==> config.mk <==
export PLATFORM = sky130hd
export DESIGN_NAME = ones_comp_rx
export DESIGN_NICKNAME = d
export VERILOG_FILES = /design/src/rtl/ones_comp_rx.sv
export SDC_FILE = /design/constraint.sdc
export NUM_CORES = 1
export LEC_CHECK = 0
export ABC_AREA = 1
export BUFFER_PORTS_ARGS = -buffer_cell sky130_fd_sc_hd__buf_2
export CAP_MARGIN = 20
export CORE_ASPECT_RATIO = 1.75
export CORE_MARGIN = 8
export CORE_UTILIZATION = 50
export CTS_CLUSTER_DIAMETER = 200
export DETAILED_ROUTE_END_ITERATION = 16
export HOLD_SLACK_MARGIN = 0.1
export PLACE_DENSITY_LB_ADDON = 0.1
export SLEW_MARGIN = 20
export SYNTH_ARGS = -nofsm -noshare
export SYNTH_HDL_FRONTEND = slang
export SYNTH_SLANG_ARGS = --single-unit
==> constraint.sdc <==
create_clock -name clk -period 1.24 [get_ports clk]
set_input_delay 0.124 -clock clk [delete_from_list [all_inputs] [get_ports clk]]
set_output_delay 0.124 -clock clk [all_outputs]
set_load 0.05 [all_outputs]
==> src/rtl/ones_comp_rx.sv <==
// Serial one's-complement line receiver: re-inverts LSB-first bits into words and frames them.
// Define ONES_RX_CSUM_EN to include the end-around-carry frame checksum; otherwise csum/csum_ok stay 0.
module ones_comp_rx #(
    parameter int WIDTH       = 8,
    parameter int FRAME_WORDS = 4
) (
    input  logic             clk,
    input  logic             rst,
    input  logic             in_data,
    input  logic             in_valid,
    input  logic             sof,
    output logic [WIDTH-1:0] out_word,
    output logic             out_valid,
    output logic             frame_done,
    output logic             csum_ok,
    output logic [WIDTH-1:0] csum
);

    localparam int              BW        = $clog2(WIDTH);
    localparam logic [BW-1:0]   LAST_BIT  = BW'(WIDTH - 1);
    localparam logic [7:0]      LAST_WORD = 8'(FRAME_WORDS - 1);

    typedef enum logic {
        IDLE,
        RECV
    } state_t;

    state_t           state_q, state_d;
    logic [BW-1:0]    bit_cnt_q, bit_cnt_d;
    logic [7:0]       word_cnt_q, word_cnt_d;
    logic [WIDTH-1:0] shift_q, shift_d;
    logic [WIDTH-1:0] word_asm;
    logic [WIDTH-1:0] out_word_q, out_word_d;
    logic             out_valid_q, out_valid_d;
    logic             frame_done_q, frame_done_d;

`ifdef ONES_RX_CSUM_EN
    logic [WIDTH-1:0] acc_q, acc_d, acc_next;
    logic [WIDTH:0]   sum;
    logic [WIDTH-1:0] csum_q, csum_d;
    logic             csum_ok_q, csum_ok_d;

    // End-around carry: the carry out of the word add is folded back into bit 0.
    always_comb begin
        sum      = {1'b0, acc_q} + {1'b0, word_asm};
        acc_next = sum[WIDTH-1:0] + WIDTH'(sum[WIDTH]);
    end
`endif

    always_comb begin
        word_asm           = shift_q;
        word_asm[bit_cnt_q] = ~in_data;
    end

    always_comb begin
        state_d      = state_q;
        bit_cnt_d    = bit_cnt_q;
        word_cnt_d   = word_cnt_q;
        shift_d      = shift_q;
        out_word_d   = out_word_q;
        out_valid_d  = 1'b0;
        frame_done_d = 1'b0;
`ifdef ONES_RX_CSUM_EN
        acc_d        = acc_q;
        csum_d       = csum_q;
        csum_ok_d    = csum_ok_q;
`endif
        if (in_valid) begin
            // sof wins over everything, including a word completing on this same edge.
            if (sof) begin
                state_d    = RECV;
                shift_d    = '0;
                shift_d[0] = ~in_data;
                bit_cnt_d  = BW'(1);
                word_cnt_d = '0;
`ifdef ONES_RX_CSUM_EN
                acc_d      = '0;
                csum_d     = '0;
                csum_ok_d  = 1'b0;
`endif
            end else if (state_q == RECV) begin
                shift_d = word_asm;
                if (bit_cnt_q == LAST_BIT) begin
                    bit_cnt_d   = '0;
                    out_word_d  = word_asm;
                    out_valid_d = 1'b1;
                    word_cnt_d  = word_cnt_q + 8'd1;
`ifdef ONES_RX_CSUM_EN
                    acc_d       = acc_next;
`endif
                    if (word_cnt_q == LAST_WORD) begin
                        frame_done_d = 1'b1;
                        word_cnt_d   = '0;
                        state_d      = IDLE;
`ifdef ONES_RX_CSUM_EN
                        csum_d       = acc_next;
                        csum_ok_d    = &acc_next;
`endif
                    end
                end else begin
                    bit_cnt_d = bit_cnt_q + BW'(1);
                end
            end
        end
    end

    always_ff @(posedge clk or negedge rst) begin
        if (!rst) begin
            state_q      <= IDLE;
            bit_cnt_q    <= '0;
            word_cnt_q   <= '0;
            shift_q      <= '0;
            out_word_q   <= '0;
            out_valid_q  <= 1'b0;
            frame_done_q <= 1'b0;
        end else begin
            state_q      <= state_d;
            bit_cnt_q    <= bit_cnt_d;
            word_cnt_q   <= word_cnt_d;
            shift_q      <= shift_d;
            out_word_q   <= out_word_d;
            out_valid_q  <= out_valid_d;
            frame_done_q <= frame_done_d;
        end
    end

`ifdef ONES_RX_CSUM_EN
    always_ff @(posedge clk or negedge rst) begin
        if (!rst) begin
            acc_q     <= '0;
            csum_q    <= '0;
            csum_ok_q <= 1'b0;
        end else begin
            acc_q     <= acc_d;
            csum_q    <= csum_d;
            csum_ok_q <= csum_ok_d;
        end
    end

    assign csum    = csum_q;
    assign csum_ok = csum_ok_q;
`else
    assign csum    = '0;
    assign csum_ok = 1'b0;
`endif

    assign out_word   = out_word_q;
    assign out_valid  = out_valid_q;
    assign frame_done = frame_done_q;

endmodule

==> summary.txt, run 1 <==
Critical path
  • Reg2reg path depth: 6
  • CP Data Required Time: 1.39 ns
  • CP Capture Type: flop
  • Critical Path Start: bit_cnt_q[1]$_DFFE_PN0P_
  • Crit path kind: flop to flop
  • Max Fanout on Critical Path: 5
  • Worst EP arrival: 1.41 ns
  • R2r setup slk: -0.01 ns
  • Crit Reg-Reg Startpoint: bit_cnt_q[1]$_DFFE_PN0P_
  • Reg2reg end: frame_done$_DFF_PN0_
  • CP Launch Type: flop

Global route
  • Pin count of the biggest net entering global routing: 31
  • Total track usage: 14.81%
  • Gr ovfl total: 0
  • Initial antenna violation count: 0
  • Vias in the first global route: 1,424
  • First-pass GRT wire length: 6216 um

Finish
  • Area grow syn2layout: 29.90%
  • Layout cells sized above 1: 34.05%
  • Final net count: 240
  • FF/Latch Area: 750.7 sq um
  • Multi-input gate area: 814.5 sq um
  • Fill cells: 255
  • Ant diodes: 0

Clock network
  • CTS buffer count: 5
  • Root Buffer: clkbuf_8
  • Maximum clock path buffer count: 2
  • CTS tree: done
  • Worst-skew pair later-pin latency: 0.28 ns
  • Clock sink count: 30
  • H-tree Lvls: 2
  • Clock Pin Slew Worst Setup and Hold Paths: 0.06 ns

Synthesis
  • Post-synth EDFFs: 0
  • Cells after synthesis: 195
  • Synth Flop Type: dfrtp_1
  • Post-synthesis sequential area ratio: 47.58%
  • Ys Warns: 0
  • Syn Std Cell Area: 1578 sq um
  • Post-synth cell types: 24
  • Seq cells post-synth: 30
  • Synth Area per Inst: 8.091 sq um
  • Post-synth ARST share: 100.0%

Routing
  • Routed WL: 3637 um
  • Post-DR vias/cell: 4.964
  • DRC: 0
  • DRT antenna net count: 0
  • DR iter-0 viols: 25
  • Wirelength per Cell: 13.23 um
  • TritonRoute pass-1 iters: 4
  • Via count: 1,365

Floorplanning
  • Die Y: 90.31 um
  • CORE AREA: 3074 sq um
  • Die W: 58.47 um
  • Cell Rows: 27
  • Initial Util: 51.32%
  • I/O pin total: 24
  • Die ar.: 5280 sq um

Placed design
  • Routability congestion estimate: 0.8637
  • DP HPWL: 2717 um
  • Port Buf Inserts: 14

Timing
  • Final Hold Viols: 0
  • Final worst-path cycle share: 101.1%
  • Final worst path period need: 1.254 ns
  • RSZ-0062 raised after global routing: yes
  • Setup slack after layout: -0.01359 ns
  • Hold Slack: 0.2111 ns
  • Final Max Slew Viols: 0
  • Clock skew: 0.008975 ns
  • Setup violators final: 7
  • Maximum clock frequency: 0.7977 GHz

Hold path
  • Min-delay src: in_data
  • Hold Path Depth: 4
  • Worst hold path type: input pin to flop
  • Hold Crit Endpoint: out_word[0]$_DFFE_PN0P_

Pwr
  • P_leak: 0.9877 nW
  • Worst vdd ir: 0.0008731 V
  • Power per cell area: 1442 nW/um^2
  • Power Total: 2.955 mW

Outcome
  • Outcome: complete, but fails checks
  • Failing checks: setup timing

Job
  • MaxCap Viol Count: 0
[state kept, by name, indices dropped and copies added, names as in the netlist]
name,flops
bit_cnt_q,3
frame_done,1
out_valid,1
out_word,8
shift_q,8
state_q,1
word_cnt_q,8
[stage by stage]
step	instance area (sq um)	instances	setup WS, ns	utilization, %	setup TNS, ns
6_report	2049	275	-0.01359	66.67	-0.06058
5_1_grt	2049	275	-0.08964	66.67	-1.358
4_1_cts	1981	276	-0.03326	64.43	-0.1174
3_5_place_dp	1815	267	-0.07953	59.06	-0.3897
3_3_place_gp	1815	267	-0.008941	59.06	-0.01613
2_1_floorplan	1628	203	-0.04602	-	-0.4325
[cell type report]
cell class                 instances  area share [%]
multi-input combinational        140           39.74
sequential                        30           36.63
timing repair buffer              33           11.29
inverter                          22           4.212
clock buffer                       6           4.029
tap                               43           2.625
clock inverter                     1           1.465
[Yosys cell counts (2+ instances only)]
master | count | share of area, %
nand2_1 | 52 | 12
dfrtp_1 | 30 | 48
o21ai_0 | 22 | 7.0
inv_1 | 20 | 4.8
nand3_1 | 18 | 5.7
nor2_1 | 14 | 3.3
buf_4 | 9 | 4.3
a21oi_1 | 4 | 1.3
o22ai_1 | 4 | 1.6
ha_1 | 3 | 2.4
o21ai_2 | 3 | 1.7
inv_2 | 2 | 0.48
nor2_4 | 2 | 1.4
o21ai_1 | 2 | 0.63
[kinds of logic after synthesis]
family | share of synthesized area, %
xor+xnor | 0.5552
other cells | 0.2377
simple gates | 25.14
flops | 47.58
fa+ha+maj | 2.379
buf+inv | 10.55
compound gates | 13.56
[worst max-delay path, cell delays in order, from the launching register on]
cell and delay (ns):
dfrtp_1 0.39, ha_2 0.20, ha_4 0.19, buf_4 0.13, buf_4 0.13, nand2_2 0.05, nor2_1 0.03
[layout by cell type, fill, tap and decap left out, types with 2 or more instances in the layout]
cell type,synthesis,layout
nand2_2,1,11
o22ai_1,4,4
nand3_2,0,4
conb_1,1,9
buf_4,9,16
a21oi_1,4,4
o21ai_0,22,6
o21ai_2,3,9
inv_2,2,2
dfrtp_1,30,30
buf_2,0,14
ha_4,0,2
nor2_1,14,12
nand3_1,18,14
clkbuf_8,0,6
o21ai_1,2,12
nor2_4,2,4
nand2_1,52,41
inv_1,20,19
[routing by layer]
layer / vias up / GRT usage [%] / part of all wire [%]
met5: - / 0 / 0
met3: 9 / 3.709 / 3.6
met1: 646 / 13.98 / 35
met4: 0 / 8.230 / 2.8
met2: 23 / 27.13 / 59
li1: 687 / - / -
[repair_timing]
item / 4_1_cts / 5_1_grt
gates resized for setup: 14 / 25
hold buffers: 1 / 0
pin swaps: 6 / 5
buffers inserted: 1 / 0
setup endpoints to repair: 16 / 26
endpoints found under the hold margin: 30 / 0
[power by group]
part / switching [mW] / leakage (nW) / internal [mW]
clock: 0.347 / 0.0573 / 0.642
sequential: 0.0736 / 0.402 / 1.08
combinational: 0.554 / 0.528 / 0.255
[worst max-delay path by stage]
| stage | end | slack [ns] |
|---|---|---|
| floorplan | out_word[3]$_DFFE_PN0P_ | -0.05 |
| global placement | word_cnt_q[6]$_DFFE_PN0P_ | -0.009 |
| detailed placement | word_cnt_q[0]$_DFFE_PN0P_ | -0.08 |
| CTS | out_word[0]$_DFFE_PN0P_ | -0.03 |
| global route | out_word[0]$_DFFE_PN0P_ | -0.09 |
| finish | frame_done$_DFF_PN0_ | -0.01 |
No activity file was read; power rests on OpenSTA's default activity.
==> run 2, diff against run 1 <==
--- a/config.mk
+++ b/config.mk
@@ -8,9 +8,11 @@
 export ABC_AREA = 1
 export BUFFER_PORTS_ARGS = -buffer_cell sky130_fd_sc_hd__buf_2
 export CAP_MARGIN = 20
+export CELL_PAD_IN_SITES_DETAIL_PLACEMENT = 1
+export CELL_PAD_IN_SITES_GLOBAL_PLACEMENT = 1
 export CORE_ASPECT_RATIO = 1.75
-export CORE_MARGIN = 8
-export CORE_UTILIZATION = 50
+export CORE_MARGIN = 10
+export CORE_UTILIZATION = 37
 export CTS_CLUSTER_DIAMETER = 200
 export DETAILED_ROUTE_END_ITERATION = 16
 export HOLD_SLACK_MARGIN = 0.1
==> summary.txt, run 2 (synthesized netlist as in run 1, its figures left out) <==
Global route
  • Vias in the first global route: 1,602 (+13%)
  • Gr ovfl total: 0 (unchanged)
  • Grt met3 use: 2.886% (-0.82 points)
  • GR Util met2: 26.18% (-0.95 points)
  • First-pass GRT wire length: 7638 um (+23%)
  • Pin count of the biggest net entering global routing: 31 (unchanged)
  • Met1 Use GR: 10.61% (-3.4 points)
  • Total track usage: 12.74% (-2.1 points)
  • Initial antenna violation count: 0 (unchanged)
  • Busiest grt layer: met2

Critical path
  • Crit path kind: flop to flop
  • Most frequent cell on the critical path: o21ai_2
  • CP Data Required Time: 1.45 ns (+0.06 ns)
  • Crit Reg-Reg Startpoint: bit_cnt_q[1]$_DFFE_PN0P_
  • Max Fanout on Critical Path: 8 (+3)
  • CP delay by family, top: flip-flops
  • CP peak stage delay: 0.39 ns (about the same)
  • Critical Path Start: bit_cnt_q[1]$_DFFE_PN0P_
  • Cell breakdown of the critical path: ha_2, ha_4, o21ai_2, buf_6, nand2_1, o21ai_2
  • Worst EP arrival: 1.47 ns (+0.06 ns)
  • CP Capture Type: flop
  • Worst path slowest cell: dfrtp_1
  • WP buf/inv: 1 (-1)
  • CP Launch Type: flop

Clock network
  • Root Buffer: clkbuf_8
  • CTS buffer count: 5 (unchanged)
  • Clock sink count: 30 (unchanged)
  • Worst-skew pair later-pin latency: 0.28 ns (about the same)
  • H-tree Lvls: 2 (unchanged)
  • CTS tree: done
  • Maximum clock path buffer count: 2 (unchanged)
  • Clock Pin Slew Worst Setup and Hold Paths: 0.07 ns (about the same)

Finish
  • Ant diodes: 0 (unchanged)
  • FF/Latch Area: 752.0 sq um (+0.17%)
  • Final net count: 242 (+0.83%)
  • Area grow syn2layout: 30.69%
  • Multi-input gate area: 810.8 sq um (-0.46%)
  • Fill cells: 508 (+99%)
  • Most frequent cells in the layout: nand2_1, dfrtp_1, inv_1
  • Layout cells sized above 1: 36.17% (+2.1 points)
  • Core Util, Final: 49.68% (-17 points)
  • Most common cell after layout, fill and taps aside: nand2_1

Timing
  • Clock skew: 0.002815 ns (-0.006160 ns)
  • Final Max Slew Viols: 0 (unchanged)
  • RSZ-0062 raised after global routing: yes
  • Final worst path period need: 1.264 ns (+0.01032 ns)
  • Setup violators final: 13 (+6)
  • Maximum clock frequency: 0.7912 GHz (-0.82%)
  • Final worst-path cycle share: 101.9% (+0.83 points)
  • Final Hold Viols: 0 (unchanged)
  • Setup slack after layout: -0.02391 ns (-0.01032 ns)
  • Hold Slack: 0.2098 ns (-0.001275 ns)

Outcome
  • Failing checks: setup timing
  • Outcome: complete, but fails checks

Routing
  • DRC: 0 (unchanged)
  • DRT antenna net count: 0 (unchanged)
  • Wirelength per Cell: 16.07 um (+22%)
  • Via count: 1,456 (+6.7%)
  • Post-DR vias/cell: 5.127 (+3.3%)
  • Routed WL: 4564 um (+25%)
  • DR iter-0 viols: 51 (+100%)
  • TritonRoute pass-1 iters: 4 (unchanged)

Pwr
  • P_leak: 1.001 nW (+1.3%)
  • Power per cell area: 1439 nW/um^2 (-0.22%)
  • Worst vdd ir: 0.0009319 V (+6.7%)

Placed design
  • Routability congestion estimate: 0.7946 (-8.0%)
  • DP HPWL: 3548 um (+31%)
  • Port Buf Inserts: 14 (unchanged)

Floorplanning
  • Die Y: 106.4 um (+18%)
  • Cell Rows: 31 (+15%)
  • Initial Util: 38.02% (-13 points)
  • Die W: 69.36 um (+19%)
  • CORE AREA: 4150 sq um (+35%)
  • I/O pin total: 24 (unchanged)
  • Die ar.: 7379 sq um (+40%)

Hold path
  • Worst hold path type: input pin to flop
  • Min-delay src: in_data

Job
  • MaxCap Viol Count: 0 (unchanged)
-- run 2: worst paths after layout --
| kind | endpoint | slack (ns) | depth (start not counted) |
|---|---|---|---|
| hold reg to reg | out_word[0]$_DFFE_PN0P_ | 0.48 | 2 |
| setup reg to reg | word_cnt_q[5]$_DFFE_PN0P_ | -0.02 | 6 |
| min in group asynchronous | shift_q[3]$_DFFE_PN0P_ | 0.39 | 3 |
| setup / recovery | word_cnt_q[5]$_DFFE_PN0P_ | -0.02 | 6 |
| max in group asynchronous | state_q$_DFFE_PN0P_ | 0.54 | 3 |
| hold / removal | out_word[0]$_DFFE_PN0P_ | 0.21 | 4 |
-- run 2: power breakdown --
group          switching, mW  leakage (nW)  internal [mW]
clock network          0.388        0.0579          0.591
registers             0.0705         0.402           1.08
logic                  0.575         0.541          0.259
total                   1.03          1.00           1.93
-- run 2: area by class of cell --
cell class	instances	share of cell area, %
multi-input combinational	140	39.32
tap	49	2.973
inverter	22	4.005
clock buffer	5	3.337
sequential	30	36.47
clock inverter	3	1.942
timing repair buffer	35	11.95
-- run 2: per-layer routing --
layer	up-vias	wire [um]
li1	694	-
met2	21	2821
met1	732	1496
met5	-	0
met3	9	123
met4	0	123
-- run 2: worst reg2reg max path: stages, from the launching register on --
cell and delay, ns:
dfrtp_1 0.39, ha_2 0.20, ha_4 0.19, o21ai_2 0.13, buf_6 0.15, nand2_1 0.07, o21ai_2 0.06
-- run 2: through the flow --
stage               total power [mW]  cells  cell area (sq um)  setup WS, ns  TNS (ns)
floorplan                      1.690    203               1628      -0.04602   -0.4325
global placement               1.915    275               1838      -0.01539  -0.03512
detailed placement             1.948    275               1838      -0.07809   -0.3979
CTS                            2.956    284               1982      -0.06329   -0.3973
global route                   3.149    284               2062      -0.09931    -1.363
finish                         2.967    284               2062      -0.02391   -0.1646
-- run 2: what timing repair did --
item,4_1_cts,5_1_grt
hold endpoints to repair,30,0
pin swaps,8,4
resized for setup,13,28
buffers inserted,0,0
endpoints found under the setup margin,21,27
hold buffers,1,0
